### src/rtl/keypad_scanner.sv
`default_nettype none
// +----------------------------------------------------------------------------+
// | Module      : keypad_scanner                                               |
// | Description : 4x4 matrix keypad column scanner with scan-level debounce,   |
// |               single-key acceptance and registered key outputs.            |
// | Revision    : 1.0                                                          |
// +----------------------------------------------------------------------------+
module keypad_scanner #(
    parameter int SCAN_TICKS     = 100000,
    parameter int DEBOUNCE_SCANS = 4
) (
    input  logic       clk,
    input  logic       reset,
    input  logic [3:0] row,
    output logic [3:0] col,
    output logic [3:0] key_code,
    output logic       key_valid,
    output logic       key_held
);

    localparam int                  c_TICK_W    = $clog2(SCAN_TICKS);
    localparam logic [c_TICK_W-1:0] c_TICK_LAST = c_TICK_W'(SCAN_TICKS - 1);
    localparam logic [3:0]          c_DEB_DONE  = 4'(DEBOUNCE_SCANS);

    localparam logic [1:0] c_ST_IDLE     = 2'd0;
    localparam logic [1:0] c_ST_DEBOUNCE = 2'd1;
    localparam logic [1:0] c_ST_PRESSED  = 2'd2;
    localparam logic [1:0] c_ST_RELEASE  = 2'd3;

    logic [3:0]          r_sync1, r_sync2;
    logic [c_TICK_W-1:0] r_tick;
    logic [1:0]          r_col_idx;
    logic [3:0]          r_col;
    logic [1:0]          r_acc_hits;   // saturating: 0, 1, 2 = two or more
    logic [3:0]          r_acc_code;
    logic [1:0]          r_state;
    logic [3:0]          r_cnt, r_cand, r_key_code;
    logic                r_key_valid, r_key_held;

    logic       w_sample, w_scan_done;
    logic [3:0] w_row_act;
    logic [1:0] w_col_hits, w_col_row, w_scan_hits;
    logic [2:0] w_hit_sum;
    logic [3:0] w_scan_code;
    logic [1:0] w_state_nxt;
    logic [3:0] w_cnt_nxt, w_cand_nxt, w_code_nxt, w_cnt_inc;
    logic       w_valid_nxt;

    assign w_sample    = (r_tick == c_TICK_LAST);
    assign w_scan_done = w_sample && (r_col_idx == 2'd3);
    assign w_row_act   = ~r_sync2;

    always_comb begin
        w_col_hits = 2'd0;
        w_col_row  = 2'd0;
        for (int i = 3; i >= 0; i--) begin
            if (w_row_act[i]) begin
                w_col_row  = 2'(i);
                w_col_hits = (w_col_hits == 2'd0) ? 2'd1 : 2'd2;
            end
        end
    end

    assign w_hit_sum   = {1'b0, r_acc_hits} + {1'b0, w_col_hits};
    assign w_scan_hits = (w_hit_sum >= 3'd2) ? 2'd2 : w_hit_sum[1:0];
    assign w_scan_code = (r_acc_hits != 2'd0) ? r_acc_code : {w_col_row, r_col_idx};

    always_ff @(posedge clk) begin
        if (reset) begin
            r_sync1    <= 4'b1111;
            r_sync2    <= 4'b1111;
            r_tick     <= '0;
            r_col_idx  <= 2'd0;
            r_col      <= 4'b1110;
            r_acc_hits <= 2'd0;
            r_acc_code <= 4'd0;
        end else begin
            r_sync1 <= row;
            r_sync2 <= r_sync1;
            if (w_sample) begin
                r_tick    <= '0;
                r_col_idx <= r_col_idx + 2'd1;
                r_col     <= {r_col[2:0], r_col[3]};
                if (w_scan_done) begin
                    r_acc_hits <= 2'd0;
                    r_acc_code <= 4'd0;
                end else begin
                    r_acc_hits <= w_scan_hits;
                    r_acc_code <= w_scan_code;
                end
            end else begin
                r_tick <= r_tick + c_TICK_W'(1);
            end
        end
    end

    assign w_cnt_inc = r_cnt + 4'd1;

    always_comb begin
        w_state_nxt = r_state;
        w_cnt_nxt   = r_cnt;
        w_cand_nxt  = r_cand;
        w_code_nxt  = r_key_code;
        w_valid_nxt = 1'b0;
        if (w_scan_done) begin
            case (r_state)
                c_ST_IDLE: begin
                    if (w_scan_hits == 2'd1) begin
                        w_state_nxt = c_ST_DEBOUNCE;
                        w_cand_nxt  = w_scan_code;
                        w_cnt_nxt   = 4'd1;
                    end
                end
                c_ST_DEBOUNCE: begin
                    if (w_scan_hits != 2'd1) begin
                        w_state_nxt = c_ST_IDLE;
                        w_cnt_nxt   = 4'd0;
                    end else if (w_scan_code != r_cand) begin
                        w_cand_nxt = w_scan_code;
                        w_cnt_nxt  = 4'd1;
                    end else if (w_cnt_inc == c_DEB_DONE) begin
                        w_state_nxt = c_ST_PRESSED;
                        w_cnt_nxt   = w_cnt_inc;
                        w_code_nxt  = r_cand;
                        w_valid_nxt = 1'b1;
                    end else begin
                        w_cnt_nxt = w_cnt_inc;
                    end
                end
                c_ST_PRESSED: begin
                    if (w_scan_hits == 2'd0) begin
                        w_state_nxt = c_ST_RELEASE;
                        w_cnt_nxt   = 4'd1;
                    end
                end
                default: begin
                    // Any key seen during release debounce reverts to held, silently
                    if (w_scan_hits != 2'd0) begin
                        w_state_nxt = c_ST_PRESSED;
                    end else if (w_cnt_inc == c_DEB_DONE) begin
                        w_state_nxt = c_ST_IDLE;
                        w_cnt_nxt   = 4'd0;
                    end else begin
                        w_cnt_nxt = w_cnt_inc;
                    end
                end
            endcase
        end
    end

    always_ff @(posedge clk) begin
        if (reset) begin
            r_state     <= c_ST_IDLE;
            r_cnt       <= 4'd0;
            r_cand      <= 4'd0;
            r_key_code  <= 4'd0;
            r_key_valid <= 1'b0;
            r_key_held  <= 1'b0;
        end else begin
            r_state     <= w_state_nxt;
            r_cnt       <= w_cnt_nxt;
            r_cand      <= w_cand_nxt;
            r_key_code  <= w_code_nxt;
            r_key_valid <= w_valid_nxt;
            r_key_held  <= (w_state_nxt == c_ST_PRESSED) || (w_state_nxt == c_ST_RELEASE);
        end
    end

    assign col       = r_col;
    assign key_code  = r_key_code;
    assign key_valid = r_key_valid;
    assign key_held  = r_key_held;

endmodule
`default_nettype wire
### config.mk
export PLATFORM = sky130hd
export DESIGN_NAME = keypad_scanner
export DESIGN_NICKNAME = d
export VERILOG_FILES = /design/src/rtl/keypad_scanner.sv
export SDC_FILE = /design/constraint.sdc
export NUM_CORES = 1
export LEC_CHECK = 0
export ABC_AREA = 1
export BUFFER_PORTS_ARGS = -buffer_cell sky130_fd_sc_hd__buf_2
export CORE_UTILIZATION = 55
export CTS_BUF_LIST = sky130_fd_sc_hd__clkbuf_4 sky130_fd_sc_hd__clkbuf_8 sky130_fd_sc_hd__clkbuf_16
export CTS_CLUSTER_DIAMETER = 60
export DETAILED_ROUTE_END_ITERATION = 10
export PLACE_DENSITY = 0.83
export SLEW_MARGIN = 30
export SYNTH_ARGS = -nofsm -noshare
export SYNTH_HDL_FRONTEND = slang
export SYNTH_SLANG_ARGS = --single-unit
### constraint.sdc
create_clock -name clk -period 4.8 [get_ports clk]
set_input_delay 0.96 -clock clk [delete_from_list [all_inputs] [get_ports clk]]
set_output_delay 0.96 -clock clk [all_outputs]
set_load 0.03 [all_outputs]
==> flow_summary_export.csv, run 1 <==
group,metric,value,unit
sta,setup_viol,0,
grt,grt_overflow,0,
final_layout,utilization,63.1,%
clocking,clkSlewWorstSetupHoldPaths,0.09,ns
grt,grt_pass1_wl,8.88,mm
placed_design,io_buffers,15,
route,drtIter0Drc,140,
clocking,cts_hold_buf,0,
route,first_pass_iters,4,
pwr,p_per_area,254,nW/µm²
sta,finalCritPeriodShare,65.3,%
critical_path,worstPathArrival,3.38,ns
floorplanning,io_pins,16,
final_layout,diodes,0,
critical_path,critical_path_class,"flop to flop",
critical_path,startpoint_type,"flop",
clocking,cts_max_path_buffers,2,
floorplanning,start_util,58.2,%
route,viasPerCell,5.06,
clocking,postCtsSetupBuffers,0,
logic_synthesis,ys_seq_area_share,38.1,%
placed_design,globalplace.congestion,0.862,
critical_path,cp_num_buf_inv,4,
clocking,clock-root-buffer,"clkbuf_8",
sta,finClkSkew,0.00717,ns
sta,maxSlewViolCount,0,
job,maxCapViolations,0,
critical_path,crit_chain,"inv_1 -> ha_1 -> nand2_1 -> o21ai_0 -> o21ai_0 -> o21a_1 -> ha_1 -> inv_1 -> fa_1 -> nand2_1 -> inv_2 -> nand2_1 -> nor2_2 -> inv_1 -> nor2_2 -> nand3_4 -> nor2_8 -> nor2_1 -> nor2_1",
sta,hold_violations,0,
critical_path,critPathMaxStageDelay,0.47,ns
floorplanning,fp.coreArea,4790,µm²
critical_path,worst-r2r-cell-count,19,
pwr,leakagePower,1.39,nW
grt,grt_start_max_net_pins,22,
sta,setup_tns,0,ns
clocking,cts_max_level,2,
route,ant_nets,0,
critical_path,crit_required,5.05,ns
clocking,cts_resized,0,
clocking,cts.sinks,53,
final_layout,n_fill_cell,421,
floorplanning,rows,25,
logic_synthesis,ys_ff_latch,53,
pwr,clkPwrFrac,35.4,%
final_layout,area_growth,8.35,%
hold_path,min-delay-path-class,"flop to flop",
logic_synthesis,synth_edf_count,0,
route,finalWirelength,5.19,mm
sta,relSlewSlack,52.5,%
route,drc,0,
critical_path,critPathSlowestCell,"fa_1",
clocking,clkLatencyLatePin,0.30,ns
floorplanning,die_w,73.2,µm
critical_path,cp_max_fo,5,
floorplanning,fp.dieH,73.2,µm
sta,min_period,3.13,ns
sta,rsz0062_at_grt,"no",
placed_design,place_area,2920,µm²
logic_synthesis,yosys_warnings,0,
placed_design,dp_hpwl,3.84,mm
pwr,swShare,22.8,%
clocking,tritoncts,"yes",
final_layout,fin_area,3020,µm²
route,vias,2347,
logic_synthesis,ys_types,36,
sta,fmax,319,MHz
logic_synthesis,syn_inst,380,
grt,grt_pass1_vias,2195,
outcome,outcome,"finished, final reports clean",
critical_path,endpoint_kind,"flop",
logic_synthesis,synth_nets,396,
pwr,switchingPower,0.175,mW
pwr,internal_power,0.591,mW
final_layout,fin_nets,412,
final_layout,drive_gt1_share,16.9,%
floorplanning,die-area,5350,µm²
grt,antenna_found_initial,0,
pwr,ir_drop,0.195,mV
logic_synthesis,synthFlopType,"dfxtp_1",
route,avgRoutedWirePerCell,11.2,µm
final_layout,layout.cells.most_common,"nand2_1",
clocking,numCtsBuffers,5,
sta,worstMarginPinSlew,0.711,ns
logic_synthesis,synthArstFlopShare,0,%
pwr,seq_power_share,58.5,%
hold_path,min_path_cells,1,
logic_synthesis,syn-cell-area,2790,µm²
pwr,p_comb_share,6.1,%
grt,grt_usage,21.3,%
critical_path,critPathTopFamily,"simple AND/OR/NAND/NOR gates",
final_layout,layout_common_cells,"nand2_1 (88), dfxtp_1 (53), inv_1 (49)",
critical_path,critical_path_depth,19,
logic_synthesis,avgSynthCellArea,7.33,µm²
[power by group through the flow]
| stage | Clock [mW] | Combinational, mW | Sequential [mW] |
|---|---|---|---|
| global route | 0.291 | 0.0532 | 0.449 |
| global placement | 0 | 0.0445 | 0.458 |
| CTS | 0.278 | 0.0464 | 0.448 |
| finish | 0.271 | 0.0466 | 0.448 |
| floorplan | 0 | 0.0373 | 0.457 |
| detailed placement | 0 | 0.0461 | 0.458 |
[kinds of logic after synthesis]
family                   after synthesis  share of synthesized area (%)
AO/OA/AOI/OAI                         50                           10.5
XOR/XNOR                               5                           1.57
adder cells (fa/ha/maj)               10                           4.76
buffers and inverters                 60                           8.31
flip-flops                            53                           38.1
AND/OR/NAND/NOR                      202                           36.8
[per-layer routing]
layer | vias up | share of wire, % | track usage [%]
met5 | - | 0 | 0
li1 | 1256 | - | -
met1 | 1045 | 47 | 24.5
met3 | 12 | 3.3 | 4.83
met4 | 0 | 2.2 | 8.71
met2 | 34 | 48 | 37.7
[cell type report]
type	count	area, µm²	share of cell area (%)
tap	67	83.8	2.78
multi-input combinational	267	1490	49.5
clock inverter	1	5.00	0.166
inverter	54	204	6.76
sequential	53	1060	35.1
clock buffer	7	96.3	3.19
timing repair buffer	15	75.1	2.49
[registers in the layout (all words and copies together), names as in the netlist]
| register | cells |
|---|---|
| r_tick | 17 |
| col | 4 |
| key_code | 4 |
| r_acc_code | 4 |
| r_cand | 4 |
| r_cnt | 4 |
| r_sync1 | 4 |
| r_sync2 | 4 |
| r_acc_hits | 2 |
| r_col_idx | 2 |
| r_state | 2 |
| key_held | 1 |
| key_valid | 1 |
[through the flow]
stage | setup WS, ns | power [mW] | hold WS [ns] | instances
floorplan | 1.97 | 0.495 | 0.389 | 380
global placement | 1.82 | 0.502 | 0.395 | 456
detailed placement | 1.68 | 0.504 | 0.399 | 456
CTS | 1.65 | 0.772 | 0.421 | 464
global route | 1.33 | 0.793 | 0.434 | 464
finish | 1.67 | 0.766 | 0.417 | 464
[final timing paths]
check / slack (ns) / endpoint / startpoint
setup / recovery: 1.67 / r_state[1] / r_sync2[2]
hold / removal: 0.42 / r_sync2[1] / r_sync1[1]
setup reg to reg: 1.67 / r_state[1] / r_sync2[2]
hold reg to reg: 0.42 / r_sync2[1] / r_sync1[1]
[synth_stat cells (3+ instances only)]
cell,instances,area share [%]
nand2_1,88,12
dfxtp_1,53,38
inv_1,49,6.6
nor2_1,37,5.0
a21oi_1,21,3.8
nand3_1,21,3.8
o21ai_0,14,2.5
nand4_1,12,2.7
or2_2,12,2.7
ha_1,9,4.0
nor2_4,8,3.2
o32ai_1,6,1.9
inv_2,4,0.54
nand2_2,4,0.90
nand2_4,4,1.6
nand3_2,4,1.4
nor3_1,4,0.72
xor2_1,4,1.3
clkbuf_1,3,0.40
nor2_2,3,0.67
o211ai_1,3,0.81
o21a_1,3,0.81
Note: power is estimated with default switching activity, not from simulation.
==> inputs of run 2 (changes only) <==
==> constraint.sdc (replaced) <==
create_clock -name clk -period 3.2 [get_ports clk]
set_input_delay 0.64 -clock clk [delete_from_list [all_inputs] [get_ports clk]]
set_output_delay 0.64 -clock clk [all_outputs]
set_load 0.03 [all_outputs]
==> run 2 against run 1 <==
Maximum frequency grew 4.4%; clock power grew 49%; total power grew 50%; setup slack lost 1.5 ns; design area grew 1.2%; count of clock-buffer cells in the layout is the same; via count grew 2.9%; hold slack is essentially flat; combinational power grew 56%; critical path type unchanged; largest cell class unchanged.
==> flow_summary_export.csv, run 2 (same netlist as run 1, synthesis figures left out) <==
group,metric,value,unit
sta,min_period,3.00,ns
hold_path,min_from,"r_sync1[2]",
critical_path,critical_path_depth,19,
outcome,outcome,"finished, final reports clean",
placed_design,dp_hpwl,3.88,mm
grt,gr-usage-met3,4.42,%
pwr,switchingPower,0.262,mW
sta,setup_tns,0,ns
critical_path,critPathMaxStageDelay,0.47,ns
floorplanning,die-area,5350,µm²
job,maxCapViolations,0,
critical_path,startpoint_type,"flop",
hold_path,min_path_cells,1,
route,drtIter0Drc,129,
critical_path,cp_common_cell,"nand2_1",
route,avgRoutedWirePerCell,11.4,µm
placed_design,io_buffers,15,
clocking,cts_max_level,2,
floorplanning,io_pins,16,
clocking,clkSlewWorstSetupHoldPaths,0.09,ns
critical_path,cp-startpoint,"r_sync2[2]",
sta,post-route-worst-setup-slack,0.199,ns
sta,fmax,333,MHz
critical_path,cp_num_buf_inv,4,
pwr,clkPwrFrac,35.3,%
hold_path,min-delay-path-class,"flop to flop",
final_layout,drive_gt1_share,18.3,%
grt,grt_pass1_wl,9.43,mm
floorplanning,die_w,73.2,µm
clocking,cts_max_path_buffers,2,
route,drc,0,
final_layout,finalNonFillerCells,467,
clocking,clkLatencyLatePin,0.30,ns
final_layout,diodes,0,
sta,finalCritPeriodShare,93.8,%
sta,hold_violations,0,
route,first_pass_iters,4,
pwr,p_comb_share,6.3,%
grt,grt_start_max_net_pins,22,
final_layout,layout.cells.most_common,"nand2_1",
grt,grt_pass1_vias,2297,
final_layout,register_area,1060,µm²
sta,maxSlewViolCount,0,
critical_path,cp_max_fo,5,
grt,met2_usage,39.6,%
route,vias,2416,
floorplanning,fp.coreArea,4790,µm²
sta,setup_viol,0,
critical_path,crit_chain,"inv_1 -> ha_1 -> nand2_1 -> o21ai_0 -> o21ai_0 -> o21a_1 -> ha_1 -> inv_1 -> fa_1 -> nand2_1 -> inv_2 -> nand2_1 -> nor2_4 -> inv_2 -> nor2_4 -> nand3_4 -> nor2_8 -> nor2_1 -> nor2_1",
final_layout,largest_register_ffs,17,
critical_path,crit_required,3.44,ns
placed_design,dp_slack,0.0603,ns
grt,busiest_layer,"met2",
clocking,clock-root-buffer,"clkbuf_8",
placed_design,dp.cells,457,
route,finalWirelength,5.30,mm
grt,antenna_found_initial,0,
pwr,swShare,22.8,%
floorplanning,start_util,58.2,%
clocking,numCtsBuffers,5,
grt,grt_util_met1,26.2,%
placed_design,globalplace.congestion,0.873,
final_layout,area_growth,9.61,%
final_layout,regMostFlops,"r_tick",
critical_path,endpoint_kind,"flop",
sta,worstMarginPinSlew,0.719,ns
critical_path,critPathSlowestCell,"fa_1",
critical_path,critical_path_class,"flop to flop",
grt,grt_usage,22.2,%
critical_path,worstPathArrival,3.24,ns
sta,finClkSkew,0.00406,ns
floorplanning,fp.dieH,73.2,µm
floorplanning,rows,25,
sta,relSlewSlack,51.9,%
pwr,p_per_area,376,nW/µm²
pwr,internal_power,0.888,mW
clocking,cts.sinks,53,
pwr,ir_drop,0.215,mV
final_layout,layout_common_cells,"nand2_1 (88), dfxtp_1 (51), inv_1 (48)",
pwr,seq_power_share,58.4,%
final_layout,n_fill_cell,434,
grt,grt_overflow,0,
final_layout,fin_nets,415,
route,viasPerCell,5.17,
pwr,p_total,1.15,mW
pwr,leakagePower,1.40,nW
route,ant_nets,0,
clocking,tritoncts,"yes",
critical_path,critPathTopFamily,"simple AND/OR/NAND/NOR gates",
final_layout,multi_input_comb_area,1500,µm²
critical_path,worst-r2r-cell-count,19,
critical_path,rr_startpoint,"r_sync2[2]",
-- run 2: cell types whose count changed in the layout (fill, tap and decap cells not counted), sizes merged --
cell and change:
buf +3
-- run 2: area by class of cell --
cell class,count,share of cell area (%)
multi-input cells,267,49.2
well taps,67,2.74
clock buffers,7,3.15
repair buffers,18,3.20
flip-flops and latches,53,34.8
inverters,54,6.68
clock inverters,1,0.164
-- run 2: per-stage QoR --
stage	hold slack [ns]	area (µm²)	utilization [%]
2_1_floorplan	0.389	2790	-
3_3_place_gp	0.395	2930	61.1
3_5_place_dp	0.398	2930	61.1
4_1_cts	0.421	3030	63.2
5_1_grt	0.433	3050	63.8
6_report	0.416	3050	63.8
-- run 2: power groups by stage --
stage	logic [mW]	registers (mW)	clock network, mW
after floorplan	0.0560	0.686	0
after global placement	0.0679	0.687	0
after detailed placement	0.0702	0.687	0
after CTS	0.0707	0.672	0.416
after global routing	0.0840	0.673	0.437
final	0.0726	0.672	0.405
-- run 2: path summary, 6_finish.rpt --
check / slack (ns) / endpoint
setup / recovery: 0.20 / r_state[1]
hold / removal: 0.42 / r_sync2[2]
setup reg to reg: 0.20 / r_state[1]
hold reg to reg: 0.42 / r_sync2[2]
-- run 2: timing repair --
item | 4_1_cts | 5_1_grt
gates resized for setup | 0 | 5
buffers inserted | 0 | 2
hold buffers | 0 | 0
setup endpoints to repair | 0 | 10
endpoints found under the hold margin | 0 | 0
-- run 2: layer usage --
metal / up-vias / wire length (µm) / part of all wire (%)
met5: - / 0 / 0
met4: 0 / 99 / 1.9
met3: 9 / 228 / 4.3
met2: 42 / 2570 / 48
met1: 1110 / 2410 / 45
li1: 1255 / - / -
-- run 2: worst reg2reg max path, cell delays in order (launching register included) --
cell and delay, ns:
dfxtp_2 0.36, inv_1 0.05, ha_1 0.28, nand2_1 0.06, o21ai_0 0.12, o21ai_0 0.17, o21a_1 0.14, ha_1 0.13
inv_1 0.05, fa_1 0.47, nand2_1 0.08, inv_2 0.07, nand2_1 0.11, nor2_4 0.15, inv_2 0.09, nor2_4 0.16
nand3_4 0.12, nor2_8 0.15, nor2_1 0.07, nor2_1 0.10
==> inputs of run 3 (changes only) <==
==> constraint.sdc (replaced) <==
create_clock -name clk -period 3.38 [get_ports clk]
set_input_delay 0.676 -clock clk [delete_from_list [all_inputs] [get_ports clk]]
set_output_delay 0.676 -clock clk [all_outputs]
set_load 0.03 [all_outputs]
==> run 3 against run 2 <==
First-iteration DRC count decreased by 21%; clock skew increased by 0.0019 ns; maximum frequency decreased by 3.6%; setup slack improved by 0.069 ns; via count increased by 0.37%; core utilization decreased by 0.47 points; sequential cell count unchanged; combinational power decreased by 7.0%; sequential power decreased by 5.4%; clock power decreased by 5%; non-clock buffer count decreased by 2; sequential share of layout area increased by 0.18 points.
==> flow_summary_export.csv, run 3 (same netlist as run 1, synthesis figures left out) <==
group,metric,value,unit
outcome,outcome,"finished, final reports clean",
sta,maxSlewViolCount,0,
floorplanning,die-area,5350,µm²
critical_path,critical_path_class,"flop to flop",
sta,fmax,321,MHz
critical_path,worst-r2r-cell-count,19,
sta,setup_viol,0,
clocking,cts_max_level,2,
critical_path,startpoint_type,"flop",
critical_path,cp_max_fo,5,
route,viasPerCell,5.22,
sta,whs,0.417,ns
grt,grt_pass1_vias,2297,
grt,grt_pass1_wl,9.43,mm
pwr,p_per_area,359,nW/µm²
floorplanning,start_util,58.2,%
final_layout,layout.cells.most_common,"nand2_1",
clocking,clkLatencyLatePin,0.30,ns
route,drtIter0Drc,102,
route,finalWirelength,5.30,mm
route,first_pass_iters,7,
hold_path,min_path_cells,1,
clocking,cts.sinks,53,
route,ant_nets,0,
pwr,ir_drop,0.204,mV
route,avgRoutedWirePerCell,11.4,µm
critical_path,crit_chain,"inv_1 -> ha_1 -> nand2_1 -> o21ai_0 -> o21ai_0 -> o21a_1 -> ha_1 -> inv_1 -> fa_1 -> nand2_1 -> inv_2 -> nand2_1 -> nor2_2 -> inv_1 -> nor2_4 -> nand3_4 -> nor2_8 -> nor2_1 -> nor2_1",
grt,grt_start_max_net_pins,22,
final_layout,fin_area,3030,µm²
final_layout,area_growth,8.80,%
clocking,postCtsSetupBuffers,0,
grt,grt_overflow,0,
floorplanning,fp.dieH,73.2,µm
sta,post-route-worst-setup-slack,0.268,ns
critical_path,critPathMaxStageDelay,0.47,ns
final_layout,layout_common_cells,"nand2_1 (88), dfxtp_1 (53), inv_1 (49)",
clocking,clkSlewWorstSetupHoldPaths,0.09,ns
sta,relSlewSlack,51.8,%
grt,antenna_found_initial,0,
placed_design,dp_hpwl,3.88,mm
critical_path,worstPathArrival,3.36,ns
clocking,tritoncts,"yes",
final_layout,regMostFlops,"r_tick",
final_layout,fin_nets,413,
sta,setup_tns,0,ns
final_layout,utilization,63.3,%
floorplanning,io_pins,16,
sta,hold_violations,0,
placed_design,dp_slack,0.240,ns
pwr,leakagePower,1.39,nW
placed_design,globalplace.congestion,0.873,
floorplanning,die_w,73.2,µm
critical_path,r2r_slack,0.27,ns
clocking,clock-root-buffer,"clkbuf_8",
floorplanning,rows,25,
final_layout,drive_gt1_share,17.1,%
job,maxCapViolations,0,
sta,finClkSkew,0.00595,ns
critical_path,critPathSlowestCell,"fa_1",
critical_path,crit_required,3.63,ns
clocking,cts_max_path_buffers,2,
sta,finalCritPeriodShare,92.1,%
placed_design,place_area,2930,µm²
final_layout,diodes,0,
critical_path,endpoint_kind,"flop",
placed_design,io_buffers,15,
sta,min_period,3.11,ns
hold_path,min-delay-path-class,"flop to flop",
grt,grt_usage,22.2,%
clocking,numCtsBuffers,5,
route,vias,2425,
sta,worstMarginPinSlew,0.721,ns
route,drc,0,
final_layout,largest_register_ffs,17,
floorplanning,fp.coreArea,4790,µm²
## run 3: repair_timing
action	in CTS	in global routing
hold buffers	0	0
endpoints found under the setup margin	0	8
hold endpoints to repair	0	0
resized for setup	0	1
## run 3: layout make-up
type,count,area (µm²)
timing repair buffer,16,82.6
multi-input combinational,267,1500
inverter,54,204
clock inverter,1,5.00
tap,67,83.8
sequential,53,1060
clock buffer,7,96.3
fill,438,1750
## run 3: critical path, delay by kind of cell (launching register included)
| kind | cells | cell delay, ns |
|---|---|---|
| DFF | 1 | 0.39 |
| buffers and inverters | 4 | 0.32 |
| AOI/OAI and AO/OA | 3 | 0.43 |
| adders and majority gates | 3 | 0.89 |
| and+or+nand+nor | 9 | 1.01 |
## run 3: path summary, 6_finish.rpt
| kind | from | endpoint |
|---|---|---|
| max | r_sync2[2] | r_state[1] |
| min | r_sync1[1] | r_sync2[1] |
| min reg2reg | r_sync1[1] | r_sync2[1] |
| max reg2reg | r_sync2[2] | r_state[1] |
## run 3: routing by layer
metal,vias up,global-route usage [%],wire length [µm]
li1,1251,-,-
met1,1128,26.2,2470
met2,40,39.6,2570
met3,6,4.42,183
met4,0,8.28,78
met5,-,0,0
## run 3: power by group
group / total (mW) / internal [mW] / leakage (nW) / switching [mW]
sequential: 0.636 / 0.631 / 0.429 / 0.00452
combinational: 0.0675 / 0.0233 / 0.907 / 0.0441
clock: 0.386 / 0.185 / 0.0542 / 0.201
total: 1.09 / 0.840 / 1.39 / 0.250
## run 3: per-stage QoR
| step | total power, mW | std cells |
|---|---|---|
| 2_1_floorplan | 0.703 | 380 |
| 6_report | 1.09 | 465 |
| 5_1_grt | 1.13 | 465 |
| 3_3_place_gp | 0.715 | 457 |
| 4_1_cts | 1.10 | 465 |
| 3_5_place_dp | 0.717 | 457 |
